**src/rtl/arb_pkg.sv**
```systemverilog
// Shared types and helpers for the register arbiter slice.
// RR_ARB_EN selects round-robin arbitration; fixed priority otherwise.
package arb_pkg;
  typedef enum logic {IDLE = 1'b0, WRITE = 1'b1} arb_state_t;

  function automatic int idx_w(input int n);
    return (n > 1) ? $clog2(n) : 1;
  endfunction
endpackage

```
**src/rtl/rr_pick.sv**
```systemverilog
// Combinational winner search over level requests.
// RR_ARB_EN: rotate search from ptr; otherwise lowest set index wins.
module rr_pick
  import arb_pkg::*;
#(
  parameter  int N  = 4,
  localparam int IW = idx_w(N)
) (
  input  logic [N-1:0]  req,
`ifdef RR_ARB_EN
  input  logic [IW-1:0] ptr,
`endif
  output logic [IW-1:0] win,
  output logic          any_req
);

`ifdef RR_ARB_EN
  int idx;
  always_comb begin
    win     = '0;
    any_req = 1'b0;
    idx     = 0;
    for (int k = 0; k < N; k++) begin
      // explicit wrap so non-power-of-two N never indexes past N-1
      idx = int'(ptr) + k;
      if (idx >= N) idx = idx - N;
      if (!any_req && req[idx]) begin
        any_req = 1'b1;
        win     = IW'(idx);
      end
    end
  end
`else
  always_comb begin
    win     = '0;
    any_req = |req;
    for (int k = N - 1; k >= 0; k--)
      if (req[k]) win = IW'(k);
  end
`endif

endmodule

```
**src/rtl/rr_reg_arbiter.sv**
```systemverilog
// Shared W-bit register written by one of N requesters per grant.
// RR_ARB_EN enables round-robin; default build is fixed priority.
module rr_reg_arbiter
  import arb_pkg::*;
#(
  parameter  int N  = 4,
  parameter  int W  = 8,
  localparam int IW = idx_w(N)
) (
  input  logic            CLK,
  input  logic            CLRN,
  input  logic [N-1:0]    REQ,
  input  logic [N*W-1:0]  DATA_IN,
  output logic [N-1:0]    GNT,
  output logic [W-1:0]    Q,
  output logic [IW-1:0]   OWNER,
  output logic            BUSY
);

  arb_state_t           state, state_nxt;
  logic [IW-1:0]        sel, win;
  logic                 any_req, en;
  logic [N-1:0][W-1:0]  data_arr;
  logic [W-1:0]         d;

  assign data_arr = DATA_IN;
  assign d        = data_arr[sel];

`ifdef RR_ARB_EN
  logic [IW-1:0] ptr;
  rr_pick #(.N(N)) u_pick (.req(REQ), .ptr(ptr), .win(win), .any_req(any_req));
`else
  rr_pick #(.N(N)) u_pick (.req(REQ), .win(win), .any_req(any_req));
`endif

  always_comb begin
    state_nxt = state;
    en        = 1'b0;
    case (state)
      IDLE:    if (any_req) state_nxt = WRITE;
      WRITE: begin
        en        = 1'b1;
        state_nxt = IDLE;
      end
      default: state_nxt = IDLE;
    endcase
  end

  always_ff @(posedge CLK) begin
    if (!CLRN) begin
      state <= IDLE;
      sel   <= '0;
      Q     <= '0;
      OWNER <= '0;
`ifdef RR_ARB_EN
      ptr   <= '0;
`endif
    end else begin
      state <= state_nxt;
      // sel frozen for the whole WRITE cycle
      if (state == IDLE && any_req) sel <= win;
      if (en) begin
        Q     <= d;
        OWNER <= sel;
`ifdef RR_ARB_EN
        ptr   <= (sel == IW'(N - 1)) ? '0 : sel + IW'(1);
`endif
      end
    end
  end

  // outputs decode registered state only
  assign BUSY = (state == WRITE);
  assign GNT  = BUSY ? (N'(1) << sel) : '0;

endmodule

```
**config.mk**
```make
export PLATFORM = sky130hd
export DESIGN_NAME = rr_reg_arbiter
export DESIGN_NICKNAME = d
export VERILOG_FILES = /design/src/rtl/arb_pkg.sv /design/src/rtl/rr_pick.sv /design/src/rtl/rr_reg_arbiter.sv
export SDC_FILE = /design/constraint.sdc
export NUM_CORES = 1
export LEC_CHECK = 0
export ABC_AREA = 0
export CAP_MARGIN = 10
export CORE_MARGIN = 2
export CORE_UTILIZATION = 37
export CTS_BUF_LIST = sky130_fd_sc_hd__clkbuf_16
export DETAILED_ROUTE_END_ITERATION = 7
export PLACE_DENSITY_LB_ADDON = 0.15
export SYNTH_ARGS = -nofsm -noshare
export SYNTH_HDL_FRONTEND = slang
export SYNTH_SLANG_ARGS = --single-unit
```
**constraint.sdc**
```tcl
create_clock -name CLK -period 2.5 [get_ports CLK]
set_input_delay 0.25 -clock CLK [delete_from_list [all_inputs] [get_ports CLK]]
set_output_delay 0.25 -clock CLK [all_outputs]
set_load 0.05 [all_outputs]
```
==> impl_results.md, run 1 <==
- Netlist area before placement: 776 um^2
- Area added between synthesis and finish: 76.1%
- Root buffer selected by CTS: clkbuf_16
- Post-synthesis sequential element count: 13
- PnR worst setup slack: approximately 360 ps
- Crit Path Category: reg2out
- Final-layout setup total negative slack: 0 ps
- Met2 track utilization from global routing: between 30% and 40%
- Cell area power density: ~550 mW/mm^2
- Number of hold buffers added after cts: 0
- Diodes inserted: 0
- Worst Setup Start Kind: flip-flop
- Data arrival time of the worst path: between 1500 and 2000 ps
- Insertion delay to the later sink of the worst-skew pair: ~240 ps
- Antenna violations before repair: 0
- DRC violation count after routing: 0
- Global-route wire length before repair: approximately 3.4 mm
- Launching point of the worst reg2reg path: BUSY
- Violation count after the first detailed-routing iteration: 6
- Synthesized net count: around 110
- Placed cell areas: 0.00129 mm^2
- Met3 track demand over resource: under 10%
- Worst Max-Slew Pin Slew: 614 ps
- Origin of the worst setup path: BUSY
- Share of final-layout standard cells stronger than drive strength 1: 10.3%
- RSZ-0062 raised after global routing: no
- Netlist cell types: 22
- Critical path required time: roughly 2300 ps
- Most Used Layer, Global Route: met2
- Floorplan core area: a little under 0.002 mm^2
- Total of buffers placed on input and output ports: 52
- Hold Crit Endpoint: OWNER[0]
- Max frequency: around 470 MHz
- Site row count: 16
- Maximum number of pins on one net before global-route repair: 16
- Worst hold path depth: 2
- I/O pin count: 53
- Final ANT Viol Nets: 0
- Avg Vias per Cell: about 5
- CTS clock-pin slew for the worst setup and hold paths: roughly 40 ps
- Total grt overflow: 0
- Number of setup buffers added after CTS: 0
- Num Clock Sinks: 13
- Gate Count Post-Synth: 73
- Num CTS Buffers: 3
- Maxcap violations: 0
- Number of pins with negative max-slew slack in the final report: 0
- Worst Min Path Start: OWNER[0]
- Post-detail-place hpwl: ~1.7 mm
- Global-route total usage across every layer: 18.2%
- Placer Congestion: 0.661
- Total of endpoints with negative setup slack in the final report: 0
- DIE AREA: between 0.002 and 0.0025 mm^2
- Clk buf depth: 2
- Total count of hold-check failures in the final report: 0
- Initial Util: roughly two fifths
- Vertical die dimension: 49.8 um
- Grt met1 use: between 10% and 20%
- Worst-path fanout max: 12
- Final cell area excluding filler cells: around 0.0014 mm^2
- Util after Layout: between 60% and 70%
- Worst slew margin relative to its limit: 59.0%
- Fin crit period: 2140 ps
- Static leakage: roughly 0.52 nW
- HP Class: reg2reg
- Flop-to-flop setup slack: 1240 ps
- Logic depth of the worst register-to-register path: 3
- Vias in the first global route: between 700 and 800
- Period utilization: around 85%
- Gates resized, CTS repair: 0
- Clock tree from TritonCTS: yes
- Routed wirelength normalized by instance count: between 10 and 15 um
- Count of synthesis-stage warnings from yosys: 0
- Clk_skew: about 0.74 ps
- Total number of H-tree levels: 1
- Number of optimization iterations in the first detailed-route pass: 3
- Syn Area/Cell: ~11 um^2
- Capture point of the worst reg-to-reg path: sel[0]
- Result of the run: complete, no violations
- Largest voltage drop on the vdd net: approximately 0.00036 V
- Final Net Count: 165
- Die Wd: approximately 50 um
- Detailed-route wire length: 2.17 mm
- Worst setup slack after placement: slightly above 600 ps
- Share of the yosys chip area belonging to registers: approximately 34%
- Via Count: slightly below 800
- Type of destination of the critical path: primary output
per-layer routing:
| metal | wire length, um | part of all wire, % |
|---|---|---|
| met2 | 1220 | 56 |
| met5 | 0 | 0 |
| met4 | 38 | 1.8 |
| met3 | 150 | 6.9 |
| met1 | 758 | 35 |
cells by family after synthesis:
| kind of cell | share of synthesized area [%] |
|---|---|
| DFF | 33.5 |
| muxes | 21.9 |
| and+or+nand+nor | 21.3 |
| buffers and inverters | 8.22 |
| AOI/OAI and AO/OA | 15.0 |
cell usage in the layout (no fill, tap or decap), drive strengths merged:
cell	netlist	routed
a21boi	1	1
a21oi	2	2
and3	1	1
and3b	1	1
buf	5	5
clkbuf	1	3
clkdlybuf4s50	0	50
dfxtp	13	13
inv	1	2
mux2i	17	17
nand2	1	1
nand2b	2	2
nand3	1	1
nand3b	9	9
nor2	6	6
nor2b	1	1
nor3b	1	1
o221a	2	2
o221ai	8	8
worst max path at each step:
stage	end	cells after the start	slack, ps
2_1_floorplan	GNT[0]	2	100
3_5_place_dp	BUSY	2	610
4_1_cts	BUSY	2	360
6_report	BUSY	2	360
3_3_place_gp	GNT[0]	2	640
5_1_grt	BUSY	2	280
through the flow:
stage | cells | hold WS (ps) | total power [mW]
finish | 153 | 467 | 0.756
global placement | 149 | 458 | 0.464
detailed placement | 149 | 462 | 0.469
CTS | 153 | 470 | 0.764
floorplan | 73 | 379 | 0.370
global route | 153 | 505 | 0.790
where the power goes:
part	internal, mW	switching, mW	total [mW]
Sequential	0.224	0.0146	0.239
Combinational	0.115	0.110	0.225
Clock	0.210	0.0817	0.292
area by class of cell:
| class | count | area, um^2 |
|---|---|---|
| Fill cell | 171 | 596 |
| Timing Repair Buffer | 55 | 538 |
| Multi-Input combinational cell | 53 | 452 |
| Sequential cell | 13 | 260 |
| Clock buffer | 3 | 75.1 |
| Tap cell | 27 | 33.8 |
| Clock inverter | 1 | 3.75 |
| Inverter | 1 | 3.75 |
critical path, stage by stage (launching register included):
cell and delay (ps):
dfxtp_1 580, buf_4 260, clkdlybuf4s50_1 810
synthesized netlist by cell type (all sizes together):
cell type  number  share of area, %
mux2i          17                22
dfxtp          13                34
nand3b          9                10
o221ai          8               9.8
nor2            6               2.9
buf             5               7.3
a21oi           2               1.3
nand2b          2               1.6
o221a           2               2.9
a21boi          1              0.97
and3            1              0.81
and3b           1               1.1
clkbuf          1              0.48
inv             1              0.48
nand2           1              0.48
nand3           1               2.3
nor2b           1              0.81
nor3b           1              0.97
flip-flops by register name, summed over array words and instances, names as in the netlist:
signal / cells
OWNER: 2
Q: 8
sel: 2
BUSY: 1
No activity file was read; power rests on OpenSTA's default activity.
==> run 2: changes to the inputs <==
- CORE_MARGIN: 2 -> default
==> impl_results.md, run 2 (synthesis gave the netlist of run 1 again) <==
- Data arrival time of the worst path: 1760 ps (-130 ps)
- Global-route total usage across every layer: 20.0% (+1.8 points)
- Vertical die dimension: 47.8 um (-4.0%)
- Root buffer selected by CTS: clkbuf_16
- Worst setup slack after placement: 734 ps (+128 ps)
- Gates resized, CTS repair: 0 (unchanged)
- Total of buffers placed on input and output ports: 52 (unchanged)
- Total of endpoints with negative setup slack in the final report: 0 (unchanged)
- Final Net Count: 165 (unchanged)
- Max frequency: 498 MHz (+6.3%)
- Total grt overflow: 0 (unchanged)
- Final ANT Viol Nets: 0 (unchanged)
- Routed wirelength normalized by instance count: 13.4 um (-5.6%)
- Most common cell after layout, fill and taps aside: clkdlybuf4s50_1
- Clock tree from TritonCTS: yes
- Type of destination of the critical path: primary output
- Antenna violations before repair: 0 (unchanged)
- Maximum number of pins on one net before global-route repair: 19 (+3)
- RSZ-0062 raised after global routing: no
- Regs by FF count: Q (8), OWNER (2), sel (2)
- Floorplan core area: 0.00196 mm^2 (unchanged)
- Worst-path fanout max: 11 (-1)
- Overall power after layout: 764 uW (+0.97%)
- Num CTS Buffers: 3 (unchanged)
- Area added between synthesis and finish: 76.1% (unchanged)
- Leading cell types in the layout, fill and taps excluded: clkdlybuf4s50_1 (50), mux2i_1 (17), dfxtp_1 (13)
- Initial Util: 39.5% (unchanged)
- Placed insts: 149 (unchanged)
- Violation count after the first detailed-routing iteration: 11 (+5)
- Clk buf depth: 2 (unchanged)
- HP Class: reg2reg
- Non-filler cells in the finished layout: 153 (unchanged)
- Maxcap violations: 0 (unchanged)
- Number of flip-flops under the largest register name: 8 (unchanged)
- Total number of H-tree levels: 1 (unchanged)
- Util after Layout: 69.6% (unchanged)
- Share of final-layout standard cells stronger than drive strength 1: 10.3% (unchanged)
- DRC violation count after routing: 0 (unchanged)
- Static leakage: 0.518 nW (unchanged)
- Total count of hold-check failures in the final report: 0 (unchanged)
- Insertion delay to the later sink of the worst-skew pair: 240 ps (about the same)
- CTS clock-pin slew for the worst setup and hold paths: 50 ps (about the same)
- Final-layout setup total negative slack: 0 ps (unchanged)
- Diodes inserted: 0 (unchanged)
- Fin crit period: 2010 ps (-127 ps)
- I/O pin count: 53 (unchanged)
- Critical path required time: 2250 ps (about the same)
- Number of pins with negative max-slew slack in the final report: 0 (unchanged)
- Detailed-route wire length: 2.05 mm (-5.6%)
- Period utilization: 80.3% (-5.1 points)
- Number of optimization iterations in the first detailed-route pass: 4 (+1)
- Area of the multi-input gates: 452 um^2 (unchanged)
- Largest voltage drop on the vdd net: 0.000566 V (+58%)
- Num Clock Sinks: 13 (unchanged)
- Via Count: 768 (-2.3%)
- Worst Setup Start Kind: flip-flop
- Vias in the first global route: 723 (-8.6%)
- Global-route wire length before repair: 3.06 mm (-9.0%)
- FF+latch area: 260 um^2 (unchanged)
- Number of setup buffers added after CTS: 0 (unchanged)
- Post-detail-place hpwl: 1.56 mm (-8.5%)
- Cell area power density: 559 mW/mm^2 (+0.97%)
- Clk_skew: 2.75 ps (+2.02 ps)
- Filler cell count in the final layout: 181 (+5.8%)
- Site row count: 16 (unchanged)
- Crit Path Category: reg2out
- Worst slew margin relative to its limit: 55.3% (-3.6 points)
- Avg Vias per Cell: 5.02 (-2.3%)
- Worst Max-Slew Pin Slew: 668 ps (+54.2 ps)
- Die Wd: 47.8 um (-4.0%)
- DIE AREA: 0.00228 mm^2 (-7.9%)
- PnR worst setup slack: 492 ps (+127 ps)
- Placer Congestion: 0.688 (+4.1%)
- Result of the run: complete, no violations
- Top reg by flops: Q
- Number of hold buffers added after cts: 0 (unchanged)
==> run 2: final timing paths <==
path | start | endpoint | slack (ps) | depth (start not counted)
hold / removal | OWNER[0] | OWNER[0] | 470 | 2
hold reg to reg | OWNER[0] | OWNER[0] | 470 | 2
setup reg to reg | BUSY | Q[1] | 1360 | 3
setup / recovery | sel[1] | GNT[0] | 490 | 3
==> run 2: critical path, stage by stage, from the launching register on <==
cell and delay (ps):
dfxtp_1 320, buf_4 180, nor3b_1 190, clkdlybuf4s50_1 830
==> run 2: power by group <==
part           total, mW  switching (mW)  internal (mW)  leakage (nW)
sequential         0.236          0.0111          0.224         0.107
combinational      0.228           0.113          0.115         0.369
clock              0.300          0.0894          0.211        0.0423
==> run 2: per-layer routing <==
| layer | track usage (%) | share of wire [%] | up-vias |
|---|---|---|---|
| met2 | 35.4 | 51 | 32 |
| met3 | 6.79 | 7.9 | 5 |
| met1 | 21.5 | 40 | 344 |
| met5 | 0 | 0 | - |
| li1 | - | - | 387 |
| met4 | 8.33 | 1.0 | 0 |
==> run 2: cell type report <==
cell class	instances	area share [%]
Clock buffer	3	5.49
Clock inverter	1	0.275
Inverter	1	0.275
Multi-Input combinational cell	53	33.1
Sequential cell	13	19.0
Tap cell	27	2.47
Timing Repair Buffer	55	39.4
==> run 2: through the flow <==
stage	instance area, um^2	hold WS (ps)
2_1_floorplan	776	379
3_3_place_gp	1290	472
3_5_place_dp	1290	463
4_1_cts	1370	471
5_1_grt	1370	505
6_report	1370	471
